## src/rtl/cva6_spi_master_tx_pkg.sv

```systemverilog
// Shared SPI definitions: TX state encoding, word geometry and the word-boundary
// masks used by both the transmit and receive halves of the SPI master.
package cva6_spi_master_tx_pkg;

  typedef enum logic [1:0] {
    IDLE      = 2'd0,
    TRANSMIT  = 2'd1,
    WAIT_FIFO = 2'd2
  } tx_state_e;

  localparam int SPI_WORD_W     = 32;
  localparam int SPI_STD_SHIFT  = 1;
  localparam int SPI_QUAD_SHIFT = 4;

  // Counter LSB patterns marking the final step of a 32-bit word.
  localparam logic [4:0] SPI_STD_WORD_MASK  = 5'h1F;
  localparam logic [2:0] SPI_QUAD_WORD_MASK = 3'h7;

  function automatic logic spi_word_end(input logic quad, input logic [4:0] cnt_lsb);
    return quad ? (cnt_lsb[2:0] == SPI_QUAD_WORD_MASK) : (cnt_lsb == SPI_STD_WORD_MASK);
  endfunction

endpackage

```

## src/rtl/cva6_spi_master_tx.sv

```systemverilog
// SPI master transmit datapath: pulls 32-bit FIFO words and shifts them out
// MSB-first on one lane (standard) or four lanes (quad), one step per tx_edge.
module cva6_spi_master_tx
  import cva6_spi_master_tx_pkg::*;
#(
  parameter int CNT_W    = 16,
  parameter int RST_TRGT = 8
) (
  input  logic             clk,
  input  logic             rst,
  input  logic             en,
  input  logic             tx_edge,
  output logic             tx_done,
  output logic             sdo0,
  output logic             sdo1,
  output logic             sdo2,
  output logic             sdo3,
  input  logic             en_quad_in,
  input  logic [CNT_W-1:0] counter_in,
  input  logic             counter_in_upd,
  input  logic [31:0]      data,
  input  logic             data_valid,
  output logic             data_ready,
  output logic             clk_en_o
);

  tx_state_e               state;
  logic [CNT_W-1:0]        counter;
  logic [CNT_W-1:0]        counter_trgt;
  logic [SPI_WORD_W-1:0]   sreg;
  logic [SPI_WORD_W-1:0]   sreg_shift;
  logic                    word_done;
  logic                    last;
  logic                    load;

  assign word_done  = spi_word_end(en_quad_in, counter[4:0]);
  // Target 0 wraps to all-ones here, giving a 2^CNT_W step transfer.
  assign last       = (counter == (counter_trgt - CNT_W'(1))) && tx_edge;
  assign tx_done    = last && (state == TRANSMIT);
  assign sreg_shift = en_quad_in ? (sreg << SPI_QUAD_SHIFT) : (sreg << SPI_STD_SHIFT);

  assign sdo0 = en_quad_in ? sreg[28] : sreg[31];
  assign sdo1 = en_quad_in & sreg[29];
  assign sdo2 = en_quad_in & sreg[30];
  assign sdo3 = en_quad_in & sreg[31];

  always_comb begin
    load     = 1'b0;
    clk_en_o = 1'b0;
    unique case (state)
      IDLE:      load = en && data_valid;
      TRANSMIT: begin
        clk_en_o = 1'b1;
        if (tx_edge && !last && word_done) begin
          if (data_valid) load     = 1'b1;
          else            clk_en_o = 1'b0;  // stop the SPI clock before the underrun
        end
      end
      WAIT_FIFO: load = data_valid;
      default:   load = 1'b0;
    endcase
  end

  assign data_ready = load;

  always_ff @(posedge clk) begin
    if (rst) begin
      state   <= IDLE;
      counter <= '0;
      sreg    <= '0;
    end else begin
      unique case (state)
        IDLE: begin
          if (load) begin
            sreg    <= data;
            counter <= '0;
            state   <= TRANSMIT;
          end
        end
        TRANSMIT: begin
          if (tx_edge) begin
            counter <= counter + CNT_W'(1);
            sreg    <= load ? data : sreg_shift;
            if (last) begin
              counter <= '0;
              state   <= IDLE;
            end else if (word_done && !data_valid) begin
              state <= WAIT_FIFO;
            end
          end
        end
        WAIT_FIFO: begin
          if (load) begin
            sreg  <= data;
            state <= TRANSMIT;
          end
        end
        default: state <= IDLE;
      endcase
    end
  end

  // Length is programmed in bits; quad mode moves four bits per step.
  always_ff @(posedge clk) begin
    if (rst)                 counter_trgt <= CNT_W'(RST_TRGT);
    else if (counter_in_upd) counter_trgt <= en_quad_in ? (counter_in >> 2) : counter_in;
  end

endmodule

```

## config.mk

```make
export PLATFORM = sky130hd
export DESIGN_NAME = cva6_spi_master_tx
export DESIGN_NICKNAME = d
export VERILOG_FILES = /design/src/rtl/cva6_spi_master_tx_pkg.sv /design/src/rtl/cva6_spi_master_tx.sv
export SDC_FILE = /design/constraint.sdc
export NUM_CORES = 1
export LEC_CHECK = 0
export ABC_AREA = 1
export BUFFER_PORTS_ARGS = -buffer_cell sky130_fd_sc_hd__buf_2
export CAP_MARGIN = 20
export CORE_AREA = 2 2 125 127
export DETAILED_ROUTE_END_ITERATION = 16
export DIE_AREA = 0 0 127 129
export GPL_TIMING_DRIVEN = 0
export SLEW_MARGIN = 15
export SYNTH_ARGS = -nofsm -noshare
export SYNTH_HDL_FRONTEND = slang
export SYNTH_SLANG_ARGS = --single-unit
```

## constraint.sdc

```tcl
create_clock -name clk -period 2.47 [get_ports clk]
set_clock_uncertainty 0.2 [all_clocks]
set_input_delay 0 -clock clk [delete_from_list [all_inputs] [get_ports clk]]
set_output_delay 0 -clock clk [all_outputs]
set_load 0.01 [all_outputs]
```

[Yosys cells after proc, flatten, opt, wreduce, memory -nomap -nowiden]
Index checks and enable logic that the tools add are counted.
Widths: inputs -> output; s select.
Storage, ports and cells
  register bits: 66
  input port bits: 55
  output and inout port bits: 7
  logic and storage cells: 55
Operators by class
  $add $sub $neg: 2
  eq/ne operators: 9
  mux-type cells: 22
  bitwise logic cells: 3
  reductions and logical operators: 15
Operators by type and width (count)
  $mux 32: 4
  $mux 16: 4
  $pmux 32 s2: 1
  $pmux 16 s2: 1
  $add 16x1->16 const B: 1
  $eq 16x16->1: 1
  $sub 16x1->16 const B: 1
  $reduce_and 3->1: 3
  $mux 2: 4
  $logic_and 1x1->1: 6
  $mux 1: 6
  $eq 5x5->1 const B: 1
  $ne 2x2->1 const B: 2
  $pmux 2 s2: 1
  $reduce_bool 2->1: 2
  $and 1x1->1: 3
  $eq 3x3->1 const B: 1
  $ne 3x2->1 const B: 1
  $pmux 1 s3: 1
  $eq 2x1->1 const B: 1
  $eq 2x2->1 const B: 1
  $logic_not 1->1: 2
  $logic_not 2->1: 1
  $ne 2x1->1 const B: 1
  $reduce_or 2->1: 1

[Longest topological paths before layout]
Gate-level depths: netlist of run 1.
  word-level depth: 11
  depth in mapped cells: 22
  mapped depth without buffers: 21

[Worst setup path before layout of run 1]
OpenSTA, ideal clock, no wires.
  path type: reg-to-reg
  start: register counter_trgt[0]
  end: register sreg[4]
  setup time: 112 ps
  arrival time: 2059 ps
  data required time: 2158 ps
  path slack: 99 ps
  cell stages (with the launch flop): 23
  buffers on the path: 1
  clock period less this slack: 2371 ps
  cells stage by stage: dfxtp_1 -> inv_1 -> ha_1 -> inv_1 -> nand2_1 -> nand2_1 -> nor2_1 -> nand2_1 -> nor2_1 -> nand2_1 -> nor2_1 -> nand2_1 -> nor2_2 -> nand3_2 -> nand3_2 -> nand2_1 -> nand2_2 -> nand2_4 -> nand2_4 -> buf_6 -> nand2_1 -> nand2_1 -> nor2_2
On the way
  longest elaborated chain between the ends: 11
  elaborated cells between the ends (all ways): 13
  those cells by class: add/sub: 1; eq/ne: 2; mux: 5; reduce/logical: 5
RTL lines
  start, declared: line cva6_spi_master_tx.sv:29  | logic [CNT_W-1:0] counter_trgt;
  start signal, assigned: line cva6_spi_master_tx.sv:105  | if (rst) counter_trgt <= CNT_W'(RST_TRGT);
  start signal, assigned: line cva6_spi_master_tx.sv:106  | else if (counter_in_upd) counter_trgt <= en_quad_in ? (counter_in >> 2) : counter_in;
  $sub 16x1->16 (*): line cva6_spi_master_tx.sv:38  | assign last = (counter == (counter_trgt - CNT_W'(1))) && tx_edge;
  $eq 16x16->1 (*): line cva6_spi_master_tx.sv:38
  $logic_and 1x1->1 (*): line cva6_spi_master_tx.sv:38
  $logic_not 1->1 (*): line cva6_spi_master_tx.sv:54  | if (tx_edge && !last && word_done) begin
  $logic_and 1x1->1 (*) (2 in series): line cva6_spi_master_tx.sv:54
  $mux 1 (*): line cva6_spi_master_tx.sv:54
  $pmux 1 s3 (*): line cva6_spi_master_tx.sv:50  | unique case (state)
  $mux 32: line cva6_spi_master_tx.sv:83  | sreg <= load ? data : sreg_shift;
  $mux 32: line cva6_spi_master_tx.sv:81  | if (tx_edge) begin
  $pmux 32 s2: line cva6_spi_master_tx.sv:72  | unique case (state)
  end signal, assigned: line cva6_spi_master_tx.sv:75  | sreg <= data;
  end signal, assigned: line cva6_spi_master_tx.sv:83
  end signal, assigned: line cva6_spi_master_tx.sv:94  | sreg <= data;
  end, declared: line cva6_spi_master_tx.sv:30  | logic [SPI_WORD_W-1:0] sreg;
Every way passes the cells marked *; elsewhere a longest branch is shown, timed or not. The select of a mux whose other input is x is not followed.
A chain may end at the register's enable or synchronous reset.

[Worst setup path after layout of run 1]
  start: register counter_trgt[0]
  end: register sreg[19]
The elaborated chain is that of the path after synthesis.

==> results by group, run 1 <==
Power and ir drop
  • Internal power: 2.44 mW
  • Leak: 2.99 nW
  • Maximum vdd ir drop: 0.346 mV
  • Sequential Power Share: 34.5%
  • Clock power frac: 36.2%
  • NetSw: 1.16 mW
  • Logic pwr share: 29.4%
  • Tot Pwr: 3.60 mW
  • P per Cell Area: 581 nW/um^2
  • Switch share: 32.2%

STA
  • Final WS setup: -221 ps
  • Unrepaired setup endpoints after global routing: true
  • Pins Over Slew Limit: 0
  • Period utilization: 109%
  • Worst-margin pin slew: 762 ps
  • Final setup fails: 36
  • Final Hold Viols: 0
  • Fmax: 372 MHz
  • Post-layout min period: 2690 ps
  • Setup total negative slack: -5420 ps
  • Max_slew headroom: 48.9%

Place
  • Post-DP HPWL: 9570 um
  • Pre-CTS setup slack: -338 ps
  • GP Congestion: 0.829
  • I/O Buffers: 60

Min path
  • Worst Hold Class: input pin to flip-flop

Clock network
  • Root Buffer Master: clkbuf_16
  • Worst-path clk slew: 60 ps
  • Clk buf depth: 2
  • CTS tree: built
  • Clk_lat worst skew: 350 ps
  • Clock sink count: 66
  • H-tree depth: 3
  • CTS Buf Count: 9

Detailed routing
  • Final ANT Viol Nets: 0
  • Post-Route WL: 13800 um
  • DRC viols: 0
  • DR vias/cell: 4.54
  • Initial drt markers: 308
  • DR WL/cell: 12.6 um
  • Pre-antenna DRT Iters: 4
  • Via count: 4970

Yosys
  • Synth Cell Area: 4410 sq um
  • Yosys warning total: 0
  • Seq cells post-synth: 66
  • Syn avg cell area: 5.83 sq um
  • Sequential area share after synthesis: 30.0%
  • Mapped Nets: 815
  • Post-synth cell types: 35
  • Cells after Synth: 756

Critical path
  • Crit path cell chain: inv_4 > ha_4 > inv_2 > nand2_2 > nand2_2 > nor2_2 > nand2_1 > nor2_1 > nand2_1 > nor2_1 > nand2_1 > nor2_2 > nand3_2 > nand3_2 > nand2_1 > nand2_2 > nand2_4 > buf_12 > clkbuf_16 > nand3_1 > nor2_1 > nor2_1
  • Data required time of the worst path: 2550 ps
  • Worst Path Buf+Inv: 4
  • Slowest-stage cell, CP: dfxtp_2
  • CP arrival: 2770 ps
  • WS Path Type: flip-flop to flip-flop
  • CP max stage delay: 360 ps
  • Crit start category: flip-flop
  • Critical path peak fanout: 5
  • Top cell family by delay on the critical path: simple AND/OR/NAND/NOR gates
  • Critical path capture point type: flip-flop

Floorplanning
  • FP Rows: 45
  • Starting Density: 29.4%
  • Die Span X: 127 um
  • DIE HEIGHT: 129 um
  • I/O pin cnt: 62
  • Die area: 16400 sq um
  • Core ar.: 15000 sq um

Layout
  • Area occupied by multi-input gates: 2720 sq um
  • Diode count: 0
  • FILL cells: 1593
  • Layout cells sized above 1: 17.1%
  • Area grow syn2layout: 40.6%
  • Layout Utilization: 41.4%
  • Register area: 1320 sq um
  • Final net count: 960

Run
  • Total of max-cap violations: 0

Run status
  • Status: finished with violations
  • Failing checks: negative setup slack

GRT
  • Global-route wire length before repair: 23000 um
  • GRT Overall Usage: 17.4%
  • Pin count of the biggest net entering global routing: 11
  • Vias in the first global route: 4855
  • Total grt overflow: 0
  • Initial antenna violation count: 0
[layout make-up]
type                    count  area share, %
flip-flops and latches     66           21.3
clock buffers              15           4.80
clock inverters             1         0.0807
inverters                  90           5.57
multi-input cells         566           43.8
well taps                 188           3.79
plain buffers              34           3.25
repair buffers            134           17.3
[sequential cells by signal, indices dropped and copies added, names as in the netlist]
register / flops
counter: 16
counter_trgt: 16
state: 2
sreg: 32
[synth_stat cells]
cell      count  area share (%)
inv_1        86             7.3
dfxtp_1      66              30
nor2_4        2            0.51
o221ai_1      1            0.20
or2_0         1            0.14
nor2_2        6            0.85
nand2_1     227              19
o21ai_1       1            0.11
xor2_1       10             2.0
a211oi_1      3            0.51
a21oi_1      39             4.4
o21ai_0      48             5.4
nand3_1      50             5.7
nor2_1      137              12
clkbuf_1     19             1.6
ha_1          4             1.1
buf_1         3            0.26
nand2_2       2            0.28
buf_6         5             1.3
a21oi_2       2            0.40
buf_4         1            0.17
buf_2         6            0.68
nand4_1       7            0.99
clkinv_1      2            0.17
and2_1        1            0.14
nand3_2       3            0.68
o21bai_4      1            0.43
inv_2         2            0.17
nand3b_1      2            0.34
nand2_4       2            0.51
nor4_1        1            0.14
nor4b_1       1            0.20
nor3_1        7            0.79
or2_2         2            0.28
xnor2_1       6             1.2
[cell usage in the layout (no fill, tap or decap), drive strengths merged]
cell type,netlist,final
a211oi,3,3
a21oi,41,41
and2,1,1
buf,15,88
clkbuf,19,35
clkinv,2,3
dfxtp,66,66
dlygate4sd3,0,60
ha,4,4
inv,88,88
nand2,231,231
nand3,53,53
nand3b,2,2
nand4,7,7
nor2,145,145
nor3,7,7
nor4,1,1
nor4b,1,1
o21ai,49,49
o21bai,1,1
o221ai,1,1
or2,3,3
xnor2,6,6
xor2,10,10
[cell families after synthesis]
kind of cell	after synthesis	share of synthesized area, %
AOI/OAI and AO/OA	95	11.5
xor gates and xnor gates	16	3.18
adders and majority gates	4	1.14
buffers and inverters	124	11.7
DFF	66	30.0
and+or+nand+nor	451	42.5
[what timing repair did]
action	CTS	global route
pin swaps	11	19
setup buffers	11	1
gates cloned	3	1
hold buffers	60	0
hold endpoints to repair	61	0
endpoints found under the setup margin	47	53
gates resized for setup	38	17
[final timing paths]
check                                startpoint              end  slack, ps  cells after the start
worst min-delay path                         en       counter[7]         60                      5
worst max register to register  counter_trgt[0]         sreg[19]       -220                     22
worst max-delay path            counter_trgt[0]         sreg[19]       -220                     22
worst min register to register  counter_trgt[1]  counter_trgt[1]        280                      2
[metrics by stage]
| stage | cell area [sq um] | instances | hold WS, ps |
|---|---|---|---|
| after floorplan | 4410 | 756 | -49.7 |
| after global placement | 4940 | 1004 | 95.1 |
| after detailed placement | 4940 | 1004 | 93.4 |
| after CTS | 6110 | 1093 | 33.8 |
| after global routing | 6200 | 1094 | 88.5 |
| final | 6200 | 1094 | 55.8 |
[tightest hold or removal path: stages]
cell	delay (ps)
buf_2	110
nand4_1	130
a21oi_4	100
a21oi_1	160
a211oi_1	50
[routing by layer]
metal	global-route usage, %	vias up	wire (um)
met4	6.21	0	215
met2	30.3	92	6650
met5	0	-	0
li1	-	2646	-
met1	21.5	2218	6510
met3	3.28	14	399
[power groups by stage]
stage          registers [mW]  logic, mW  clock network, mW
2_1_floorplan            1.24      0.618                  0
3_3_place_gp             1.26      0.822                  0
3_5_place_dp             1.26      0.828                  0
4_1_cts                  1.24       1.01               1.32
5_1_grt                  1.25       1.20               1.37
6_report                 1.24       1.06               1.30
(Power assumes the default switching activity.)
==> run 2, diff against run 1 <==
==> constraint.sdc (replaced) <==
create_clock -name clk -period 2.9 [get_ports clk]
set_clock_uncertainty 0.2 [all_clocks]
set_input_delay 0 -clock clk [delete_from_list [all_inputs] [get_ports clk]]
set_output_delay 0 -clock clk [all_outputs]
set_load 0.01 [all_outputs]
==> run 2 against run 1 <==
The run now ends clean. Sequential cell count stayed put. Largest cell class unchanged. Wire length decreased by 2.4%. Core utilization down 1.0 points. Combinational power down 20%. Global-route usage shrank 0.52 points. Largest power group unchanged. Via count is essentially flat.
==> results by group, run 2 (synthesis results as in run 1) <==
GRT
  • Vias in the first global route: 4782
  • GRT Overall Usage: 16.9%
  • Initial antenna violation count: 0
  • Pin count of the biggest net entering global routing: 11
  • Global-route wire length before repair: 22300 um
  • Total grt overflow: 0

Floorplanning
  • Starting Density: 29.4%
  • FP Rows: 45
  • Core ar.: 15000 sq um
  • I/O pin cnt: 62
  • Die Span X: 127 um
  • DIE HEIGHT: 129 um
  • Die area: 16400 sq um

Layout
  • Cell Count, Final, Fillers Out: 1087
  • Post-route cell area: 6050 sq um
  • FILL cells: 1603
  • Largest Register: sreg
  • Area occupied by multi-input gates: 2670 sq um
  • Diode count: 0
  • Top Registers: sreg: 32 flops, counter: 16 flops, counter_trgt: 16 flops
  • Final net count: 953
  • Layout cells sized above 1: 16.6%
  • Largest register FFs: 32
  • Most frequent cells in the layout: 203 x nand2_1, 135 x nor2_1, 83 x inv_1, 66 x buf_2, 64 x dfxtp_1
  • Commonest non-fill, non-tap cell in the layout: nand2_1
  • Area grow syn2layout: 37.1%
  • Register area: 1330 sq um

Critical path
  • Most frequent CP cell: nand2_1
  • WS Path Type: flip-flop to flip-flop
  • Crit path cell chain: inv_4 > ha_4 > inv_2 > nand2_2 > nand2_2 > nor2_2 > nand2_1 > nor2_1 > nand2_1 > nor2_1 > nand2_1 > nor2_2 > nand3_2 > nand3_2 > nand2_1 > nand2_2 > nand2_4 > nand2_8 > clkbuf_16 > nand2_1 > nand2_1 > nor2_1
  • Critical path capture point type: flip-flop
  • CP arrival: 2750 ps
  • Data required time of the worst path: 2940 ps
  • Crit start category: flip-flop
  • Worst Path Buf+Inv: 3
  • CP max stage delay: 380 ps
  • Slowest-stage cell, CP: dfxtp_4
  • Top cell family by delay on the critical path: simple AND/OR/NAND/NOR gates
  • Critical path peak fanout: 8

Detailed routing
  • Pre-antenna DRT Iters: 5
  • Final ANT Viol Nets: 0
  • Initial drt markers: 299
  • DR WL/cell: 12.4 um
  • Post-Route WL: 13400 um
  • DRC viols: 0
  • DR vias/cell: 4.57
  • Via count: 4966

Clock network
  • CTS tree: built
  • Clock sink count: 66
  • Worst-path clk slew: 60 ps
  • Clk buf depth: 2
  • Clk_lat worst skew: 340 ps
  • CTS Buf Count: 9
  • Root Buffer Master: clkbuf_16
  • H-tree depth: 3

Run
  • Total of max-cap violations: 0

STA
  • Final Hold Viols: 0
  • Post-layout min period: 2710 ps
  • Period utilization: 93.4%
  • Worst-margin pin slew: 694 ps
  • Pins Over Slew Limit: 0
  • Setup total negative slack: 0 ps
  • Max_slew headroom: 53.4%
  • Fmax: 369 MHz
  • Final setup fails: 0
  • Hold WS: 28.3 ps
  • Unrepaired setup endpoints after global routing: true

Place
  • Post-placement cell area: 4940 sq um
  • Placed cells: 1004
  • Post-DP HPWL: 9570 um
  • I/O Buffers: 60
  • GP Congestion: 0.829

Run status
  • Status: complete, no violations

Power and ir drop
  • Leak: 2.95 nW
  • P per Cell Area: 498 nW/um^2
  • Maximum vdd ir drop: 0.294 mV

Min path
  • Worst Hold Class: input pin to flip-flop
run 2: cell types whose count changed in the layout (fill, tap and decap cells not counted), moves of 2 or more:
cell,delta
buf_12,-3
buf_4,-3
nand2_1,-19
nand3_2,-9
buf_6,-3
nand3_4,-2
nand2_2,+19
nor2_2,-5
nand3_1,+11
a21oi_4,-2
nor2_1,+5
run 2: layout make-up:
| type | count | area share, % |
|---|---|---|
| repair buffers | 127 | 16.4 |
| flip-flops and latches | 66 | 21.9 |
| clock buffers | 15 | 4.93 |
| plain buffers | 34 | 3.04 |
| inverters | 90 | 5.63 |
| well taps | 188 | 3.89 |
| multi-input cells | 566 | 44.1 |
| clock inverters | 1 | 0.0828 |
run 2: worst paths after layout:
path	to	slack (ps)	cells after the start	from
setup / recovery	sreg[24]	190	22	counter_trgt[0]
hold / removal	counter[7]	30	5	en
setup reg to reg	sreg[24]	190	22	counter_trgt[0]
hold reg to reg	sreg[0]	270	2	sreg[0]
run 2: timing repair:
item,CTS,global route
hold endpoints to repair,62,0
setup buffers,0,4
hold buffers,60,0
setup endpoints to repair,0,46
gates resized for setup,0,41
run 2: where the power goes:
part	internal, mW	switching [mW]
logic	0.357	0.495
registers	0.994	0.0626
clock network	0.694	0.406
total	2.05	0.964
run 2: routing by layer:
layer  global-route usage, %  up-vias  wire, um
met4                    6.21        0       252
li1                        -     2627         -
met5                       0        -         0
met2                    29.2      103      6460
met3                    3.28       17       484
met1                    20.9     2219      6250
run 2: worst min-delay path: stages:
cell,delay [ps]
buf_2,110
nand4_1,90
a21oi_2,110
a21oi_1,160
a211oi_1,50
run 2: per-stage QoR:
stage	util, %	worst slack [ps]	total power [mW]
2_1_floorplan	-	529	1.58
3_5_place_dp	33.0	91.9	1.78
5_1_grt	40.4	-71.3	3.20
4_1_cts	39.0	82.4	2.95
6_report	40.4	191	3.01
3_3_place_gp	33.0	136	1.77
